==> src/rtl/fibo_pkg.sv <==
// Shared definitions for the Fibonacci request scheduler: widths, FSM states,
// the response record and the round-robin pointer helper.
package fibo_pkg;

  localparam int IDX_W       = 5;
  localparam int FIBO_W_DFLT = 16;
  localparam int ID_W_MAX    = 3;

  typedef enum logic [1:0] {
    IDLE = 2'd0,
    CALC = 2'd1,
    RESP = 2'd2
  } fibo_state_t;

  typedef struct packed {
    logic [ID_W_MAX-1:0]    id;
    logic [FIBO_W_DFLT-1:0] data;
    logic                   ovf;
  } fibo_rsp_t;

  // Requester that gets first look on the next scan, after the one just granted.
  function automatic int unsigned rr_next(input int unsigned granted,
                                          input int unsigned n_req);
    return (granted + 1 == n_req) ? 0 : granted + 1;
  endfunction

endpackage

==> src/rtl/fibo_sched_if.sv <==
// Request/grant and valid/ready response bundle between clients and fibo_sched.
interface fibo_sched_if #(
  parameter int N_REQ  = 4,
  parameter int ID_W   = $clog2(N_REQ),
  parameter int FIBO_W = fibo_pkg::FIBO_W_DFLT
) ();

  logic [N_REQ-1:0]                 req;
  logic [N_REQ*fibo_pkg::IDX_W-1:0] req_idx;
  logic [N_REQ-1:0]                 gnt;
  logic                             busy;
  logic                             rsp_valid;
  logic                             rsp_ready;
  logic [ID_W-1:0]                  rsp_id;
  logic [FIBO_W-1:0]                rsp_data;
  logic                             rsp_ovf;

  modport master (
    output req, req_idx, rsp_ready,
    input  gnt, busy, rsp_valid, rsp_id, rsp_data, rsp_ovf
  );

  modport slave (
    input  req, req_idx, rsp_ready,
    output gnt, busy, rsp_valid, rsp_id, rsp_data, rsp_ovf
  );

endinterface

==> src/rtl/fibo_core.sv <==
// Iterative Fibonacci datapath: a/b pair stepped cnt times after a load.
// Define FIBO_SAT_EN to add sticky overflow flags with all-ones saturation.
module fibo_core import fibo_pkg::*; #(
  parameter int FIBO_W = FIBO_W_DFLT
) (
  input  logic              clk,
  input  logic              reset_n,
  input  logic              load,
  input  logic [IDX_W-1:0]  idx,
  input  logic              step,
  output logic              done,
  output logic [FIBO_W-1:0] result,
  output logic              ovf
);

  logic [FIBO_W-1:0] a_reg;
  logic [FIBO_W-1:0] b_reg;
  logic [FIBO_W-1:0] b_next;
  logic [IDX_W-1:0]  cnt_reg;

  assign done = (cnt_reg == '0);

  always_ff @(posedge clk or negedge reset_n) begin
    if (!reset_n) begin
      a_reg   <= '0;
      b_reg   <= FIBO_W'(1);
      cnt_reg <= '0;
    end else if (load) begin
      a_reg   <= '0;
      b_reg   <= FIBO_W'(1);
      cnt_reg <= idx;
    end else if (step) begin
      a_reg   <= b_reg;
      b_reg   <= b_next;
      cnt_reg <= cnt_reg - 1'b1;
    end
  end

`ifdef FIBO_SAT_EN
  logic [FIBO_W:0] sum;
  logic            ovf_a_reg;
  logic            ovf_b_reg;
  logic            ovf_b_next;

  // Once either operand has overflowed every later term is too large as well.
  always_comb begin
    sum        = {1'b0, a_reg} + {1'b0, b_reg};
    ovf_b_next = ovf_a_reg | ovf_b_reg | sum[FIBO_W];
    b_next     = ovf_b_next ? '1 : sum[FIBO_W-1:0];
  end

  always_ff @(posedge clk or negedge reset_n) begin
    if (!reset_n) begin
      ovf_a_reg <= 1'b0;
      ovf_b_reg <= 1'b0;
    end else if (load) begin
      ovf_a_reg <= 1'b0;
      ovf_b_reg <= 1'b0;
    end else if (step) begin
      ovf_a_reg <= ovf_b_reg;
      ovf_b_reg <= ovf_b_next;
    end
  end

  assign result = ovf_a_reg ? '1 : a_reg;
  assign ovf    = ovf_a_reg;
`else
  assign b_next = a_reg + b_reg;
  assign result = a_reg;
  assign ovf    = 1'b0;
`endif

endmodule

==> src/rtl/fibo_sched.sv <==
// Round-robin scheduler sharing one fibo_core among N_REQ requesters.
// Saturating arithmetic is selected inside fibo_core by FIBO_SAT_EN.
module fibo_sched import fibo_pkg::*; #(
  parameter int N_REQ  = 4,
  parameter int ID_W   = $clog2(N_REQ),
  parameter int FIBO_W = FIBO_W_DFLT
) (
  input logic         clk,
  input logic         reset_n,
  fibo_sched_if.slave bus
);

  fibo_state_t       state_reg;
  fibo_state_t       state_next;
  logic [ID_W-1:0]   rr_ptr_reg;
  logic [ID_W-1:0]   id_reg;
  logic [ID_W-1:0]   rsp_id_reg;
  logic [FIBO_W-1:0] rsp_data_reg;
  logic              rsp_ovf_reg;

  logic [IDX_W-1:0]  idx_slice [N_REQ];
  logic [IDX_W-1:0]  win_idx;
  logic [ID_W-1:0]   win_id;
  logic [ID_W-1:0]   scan_pos;
  logic              win_found;
  logic              grant;

  logic              core_step;
  logic              core_done;
  logic [FIBO_W-1:0] core_result;
  logic              core_ovf;

  generate
    for (genvar gi = 0; gi < N_REQ; gi++) begin : g_req
      assign idx_slice[gi]  = bus.req_idx[gi*IDX_W +: IDX_W];
      assign bus.gnt[gi]    = grant && (win_id == ID_W'(gi));
    end
  endgenerate

  always_comb begin
    win_found = 1'b0;
    win_id    = '0;
    scan_pos  = '0;
    for (int k = 0; k < N_REQ; k++) begin
      scan_pos = ID_W'((int'(rr_ptr_reg) + k) % N_REQ);
      if (!win_found && bus.req[scan_pos]) begin
        win_found = 1'b1;
        win_id    = scan_pos;
      end
    end
  end

  assign win_idx = idx_slice[win_id];

  // Gating with reset_n keeps the combinational grant quiet while reset is held.
  assign grant     = reset_n && (state_reg == IDLE) && win_found;
  assign core_step = (state_reg == CALC) && !core_done;

  always_comb begin
    state_next = state_reg;
    case (state_reg)
      IDLE:    if (win_found) state_next = CALC;
      CALC:    if (core_done) state_next = RESP;
      RESP:    if (bus.rsp_ready) state_next = IDLE;
      default: state_next = IDLE;
    endcase
  end

  always_ff @(posedge clk or negedge reset_n) begin
    if (!reset_n) begin
      state_reg    <= IDLE;
      rr_ptr_reg   <= '0;
      id_reg       <= '0;
      rsp_id_reg   <= '0;
      rsp_data_reg <= '0;
      rsp_ovf_reg  <= 1'b0;
    end else begin
      state_reg <= state_next;
      if (grant) begin
        id_reg     <= win_id;
        rr_ptr_reg <= ID_W'(rr_next(32'(win_id), N_REQ));
      end
      if (state_reg == CALC && core_done) begin
        rsp_id_reg   <= id_reg;
        rsp_data_reg <= core_result;
        rsp_ovf_reg  <= core_ovf;
      end
    end
  end

  fibo_core #(.FIBO_W(FIBO_W)) u_core (
    .clk     (clk),
    .reset_n (reset_n),
    .load    (grant),
    .idx     (win_idx),
    .step    (core_step),
    .done    (core_done),
    .result  (core_result),
    .ovf     (core_ovf)
  );

  assign bus.busy      = (state_reg != IDLE);
  assign bus.rsp_valid = (state_reg == RESP);
  assign bus.rsp_id    = rsp_id_reg;
  assign bus.rsp_data  = rsp_data_reg;
  assign bus.rsp_ovf   = rsp_ovf_reg;

endmodule

==> src/flat_wrapper.sv <==
// flat-port wrapper written by rule: the top's interface ports become plain ports
module fibo_sched_flat import fibo_pkg::*;
#(
  parameter int N_REQ  = 4,
  parameter int ID_W   = $clog2(N_REQ),
  parameter int FIBO_W = FIBO_W_DFLT
)
  (clk, reset_n, bus_req, bus_req_idx, bus_rsp_ready, bus_gnt, bus_busy, bus_rsp_valid, bus_rsp_id, bus_rsp_data, bus_rsp_ovf);
  fibo_sched_if #(.N_REQ(N_REQ), .ID_W(ID_W), .FIBO_W(FIBO_W)) bus_i ();
  input logic clk;
  input logic reset_n;
  input wire logic [$bits(bus_i.req)-1:0] bus_req;
  input wire logic [$bits(bus_i.req_idx)-1:0] bus_req_idx;
  input wire logic [$bits(bus_i.rsp_ready)-1:0] bus_rsp_ready;
  output wire logic [$bits(bus_i.gnt)-1:0] bus_gnt;
  output wire logic [$bits(bus_i.busy)-1:0] bus_busy;
  output wire logic [$bits(bus_i.rsp_valid)-1:0] bus_rsp_valid;
  output wire logic [$bits(bus_i.rsp_id)-1:0] bus_rsp_id;
  output wire logic [$bits(bus_i.rsp_data)-1:0] bus_rsp_data;
  output wire logic [$bits(bus_i.rsp_ovf)-1:0] bus_rsp_ovf;
  assign bus_i.req = bus_req;
  assign bus_i.req_idx = bus_req_idx;
  assign bus_i.rsp_ready = bus_rsp_ready;
  assign bus_gnt = bus_i.gnt;
  assign bus_busy = bus_i.busy;
  assign bus_rsp_valid = bus_i.rsp_valid;
  assign bus_rsp_id = bus_i.rsp_id;
  assign bus_rsp_data = bus_i.rsp_data;
  assign bus_rsp_ovf = bus_i.rsp_ovf;
  fibo_sched #(.N_REQ(N_REQ), .ID_W(ID_W), .FIBO_W(FIBO_W)) u_core (.clk(clk), .reset_n(reset_n), .bus(bus_i));
endmodule
==> config.mk <==
export PLATFORM = sky130hd
export DESIGN_NAME = fibo_sched_flat
export DESIGN_NICKNAME = d
export VERILOG_FILES = /design/src/rtl/fibo_pkg.sv /design/src/rtl/fibo_sched_if.sv /design/src/rtl/fibo_core.sv /design/src/rtl/fibo_sched.sv /design/src/flat_wrapper.sv
export SDC_FILE = /design/constraint.sdc
export NUM_CORES = 1
export LEC_CHECK = 0
export CAP_MARGIN = 5
export CORE_UTILIZATION = 38
export CTS_CLUSTER_DIAMETER = 40
export DETAILED_ROUTE_END_ITERATION = 10
export PLACE_DENSITY = 0.58
export RECOVER_POWER = 50
export SYNTH_ARGS = -nofsm -noshare
export SYNTH_HDL_FRONTEND = slang
export SYNTH_SLANG_ARGS = --single-unit
==> constraint.sdc <==
create_clock -name clk -period 3.15 [get_ports clk]
set_clock_uncertainty 0.1 [all_clocks]
set_input_delay 0.4725 -clock clk [delete_from_list [all_inputs] [get_ports clk]]
set_output_delay 0.4725 -clock clk [all_outputs]
set_load 0.05 [all_outputs]
==> results.yml <==
flow_run:
  cap_violations: 1
clock_network:
  cts_buffer_depth: 2
  clk_latency_ns: 0.34
  cts_resized: 0
  cts_tree: "built"
  cts_made_buffers: 9
  clock-sinks: 61
  path_clk_slew_ns: 0.07
  ctsRootBufferMaster: "clkbuf_8"
  h-tree-depth: 3
  postCtsSetupBuffers: 0
  ctsHoldBuffers: 0
pwr:
  comb_power_share: 0.586
  p_clk_frac: 0.121
  leakage_uw: 0.00196
  power_density_mw_per_mm2: 1180
  sw_frac_of_total: 0.446
  p_switching_uw: 2220
  power.total_uw: 4980
  internal-power_uw: 2760
  peakVddDrop_uv: 314
  seq_power_share: 0.293
timing:
  fin_setup_tns_ns: 0
  slew_viol_final: 0
  timing.hold.ws_ns: 0.379
  setup_viol: 0
  rsz0062_at_grt: "no"
  relSlewSlack: 0.00497
  post-route-period-util: 0.925
  min_period_ns: 2.91
  fmax_ghz: 0.343
  hold_viol: 0
  tightestPinTransition_ns: 1.49
detailed_routing:
  wirelength_um: 6980
  ant_nets: 0
  wl_per_cell_um: 13.6
  drcViolationCount: 0
  dr_total_vias: 2636
  drtIter0Drc: 101
  viasPerCell: 5.13
  drt_pass1_iterations: 5
global_route:
  grt_pass1_vias: 2564
  globalRouteOverflowTotal: 0
  grt_usage: 0.162
  grt_pass1_wl_um: 12200
  antenna_found_initial: 0
  grt_max_degree: 62
synthesis:
  synthArstFlopShare: 1.00
  syn_inst: 347
  synth_ff_type: "dfrtp_1"
  ys_seq_area_frac: 0.446
  synth_area_leaders: "dfrtp_1, ha_1, mux2_2"
  synth-seq-cells: 61
  synth_top_cell_by_area: "dfrtp_1"
  synth.cell_area_mm2: 0.00343
  synth_warnings: 0
  syn_nets: 396
  synth_top_cell_area_share: 0.438
  synth_cell_types: 47
  syn_avg_cell_area_um2: 9.87
  synth_edf_count: 0
  synth_common_cells: "nand2_1, dfrtp_1, a21oi_1"
  yosysMostFrequentCell: "nand2_1"
critical_path:
  setup.worst_path.end_class: "output port"
  critPathKind: "in -> out"
  ff2ff_path_depth: 9
  start_kind: "primary input"
  cp_max_fo: 5
  crit_required_ns: 2.58
  cp.arrival_ns: 2.34
min_path:
  holdCritPathClass: "reg -> reg"
  hold_depth: 2
die:
  rows: 34
  die_w_um: 97.0
  ioPinCount: 52
  coreArea_mm2: 0.00872
  die_y_um: 97.0
  die_area_mm2: 0.00940
  start_util: 0.393
place:
  globalplace.congestion: 0.772
  portBuffers: 50
  placed_area_mm2: 0.00406
  hpwlAfterDp_um: 4910
layout:
  regArea_mm2: 0.00153
  antennaDiodeCount: 0
  multiInputGateArea_mm2: 0.00179
  fill_cells: 832
  fin_area_mm2: 0.00422
  nets: 450
  area_growth_pct: 23.1
  drive_above_1_share: 0.135
status:
  violations: "max-capacitance violations"
  status: "finished, violations left"
cell usage in the layout, fill, tap and decap left out, types with 3 or more instances in the layout:
master | netlist | layout
a21oi_1 | 33 | 33
ha_1 | 21 | 21
xor2_1 | 6 | 6
clkdlybuf4s50_1 | 0 | 35
a21o_1 | 7 | 7
xnor2_1 | 9 | 9
nor2_1 | 8 | 8
nand2b_1 | 3 | 3
nand2_1 | 63 | 63
and3_1 | 6 | 6
buf_4 | 1 | 9
o21ai_0 | 22 | 22
o21bai_1 | 5 | 5
inv_1 | 9 | 9
dfrtp_1 | 60 | 60
dlygate4sd3_1 | 0 | 10
nor3_1 | 4 | 4
nand3b_1 | 3 | 3
clkbuf_1 | 5 | 6
clkbuf_8 | 0 | 10
nand3_1 | 8 | 8
o211ai_1 | 5 | 5
mux2i_1 | 6 | 6
mux2_2 | 23 | 23
routing by layer:
layer  routed length, um  up-vias  track usage
met5                   0        -            0
met3                 356        8       0.0470
met1                3330     1249        0.216
met4                  87        0       0.0586
li1                    -     1317            -
met2                3210       62        0.250
cell families (layout without fill, tap and decap cells):
group,after synthesis,in the layout,share of synthesized area
buffers and inverters,25,84,0.0340
AOI/OAI and AO/OA,87,87,0.160
xor gates and xnor gates,15,15,0.0384
muxes,29,29,0.0931
and+or+nand+nor,107,107,0.145
adders and majority gates,22,22,0.0825
other,1,1,0.00109
DFF,61,61,0.446
stage by stage:
stage | utilization | setup WS [ns] | std cells
2_1_floorplan | - | 0.697 | 347
3_3_place_gp | 0.466 | 0.305 | 498
3_5_place_dp | 0.466 | 0.247 | 498
4_1_cts | 0.484 | 0.257 | 514
5_1_grt | 0.484 | 0.132 | 514
6_report | 0.484 | 0.235 | 514
final timing paths:
path / from / endpoint / slack [ns]
max: bus_req[3] / bus_gnt[2] / 0.24
min: u_core.id_reg[0] / u_core.id_reg[0] / 0.38
max reg2reg: u_core.u_core.result[0] / u_core.u_core.b_reg[14] / 0.55
min reg2reg: u_core.id_reg[0] / u_core.id_reg[0] / 0.38
max in group asynchronous: reset_n / u_core.bus.rsp_data[6] / 1.38
min in group asynchronous: reset_n / u_core.u_core.b_reg[2] / 0.68
power by group through the flow:
stage,Combinational (uW),Clock [uW],Sequential (uW)
5_1_grt,3270,662,1520
2_1_floorplan,1990,0,1740
4_1_cts,2970,620,1460
3_5_place_dp,2940,0,1480
6_report,2920,602,1460
3_3_place_gp,2910,0,1460
critical path, cell delays in order:
cell	delay [ns]
clkdlybuf4s50_1	0.54
nand2_1	0.06
and3_1	0.19
a311oi_2	0.40
inv_1	0.15
ha_1	0.20
and3_1	0.15
buf_4	0.18
area by class of cell:
| cell class | count | area share |
|---|---|---|
| inverter | 9 | 0.00801 |
| clock buffer | 14 | 0.0362 |
| timing repair buffer | 59 | 0.135 |
| clock inverter | 2 | 0.00237 |
| multi-input combinational | 261 | 0.424 |
| tap | 108 | 0.0320 |
| sequential | 61 | 0.362 |
(Power assumes the default switching activity.)
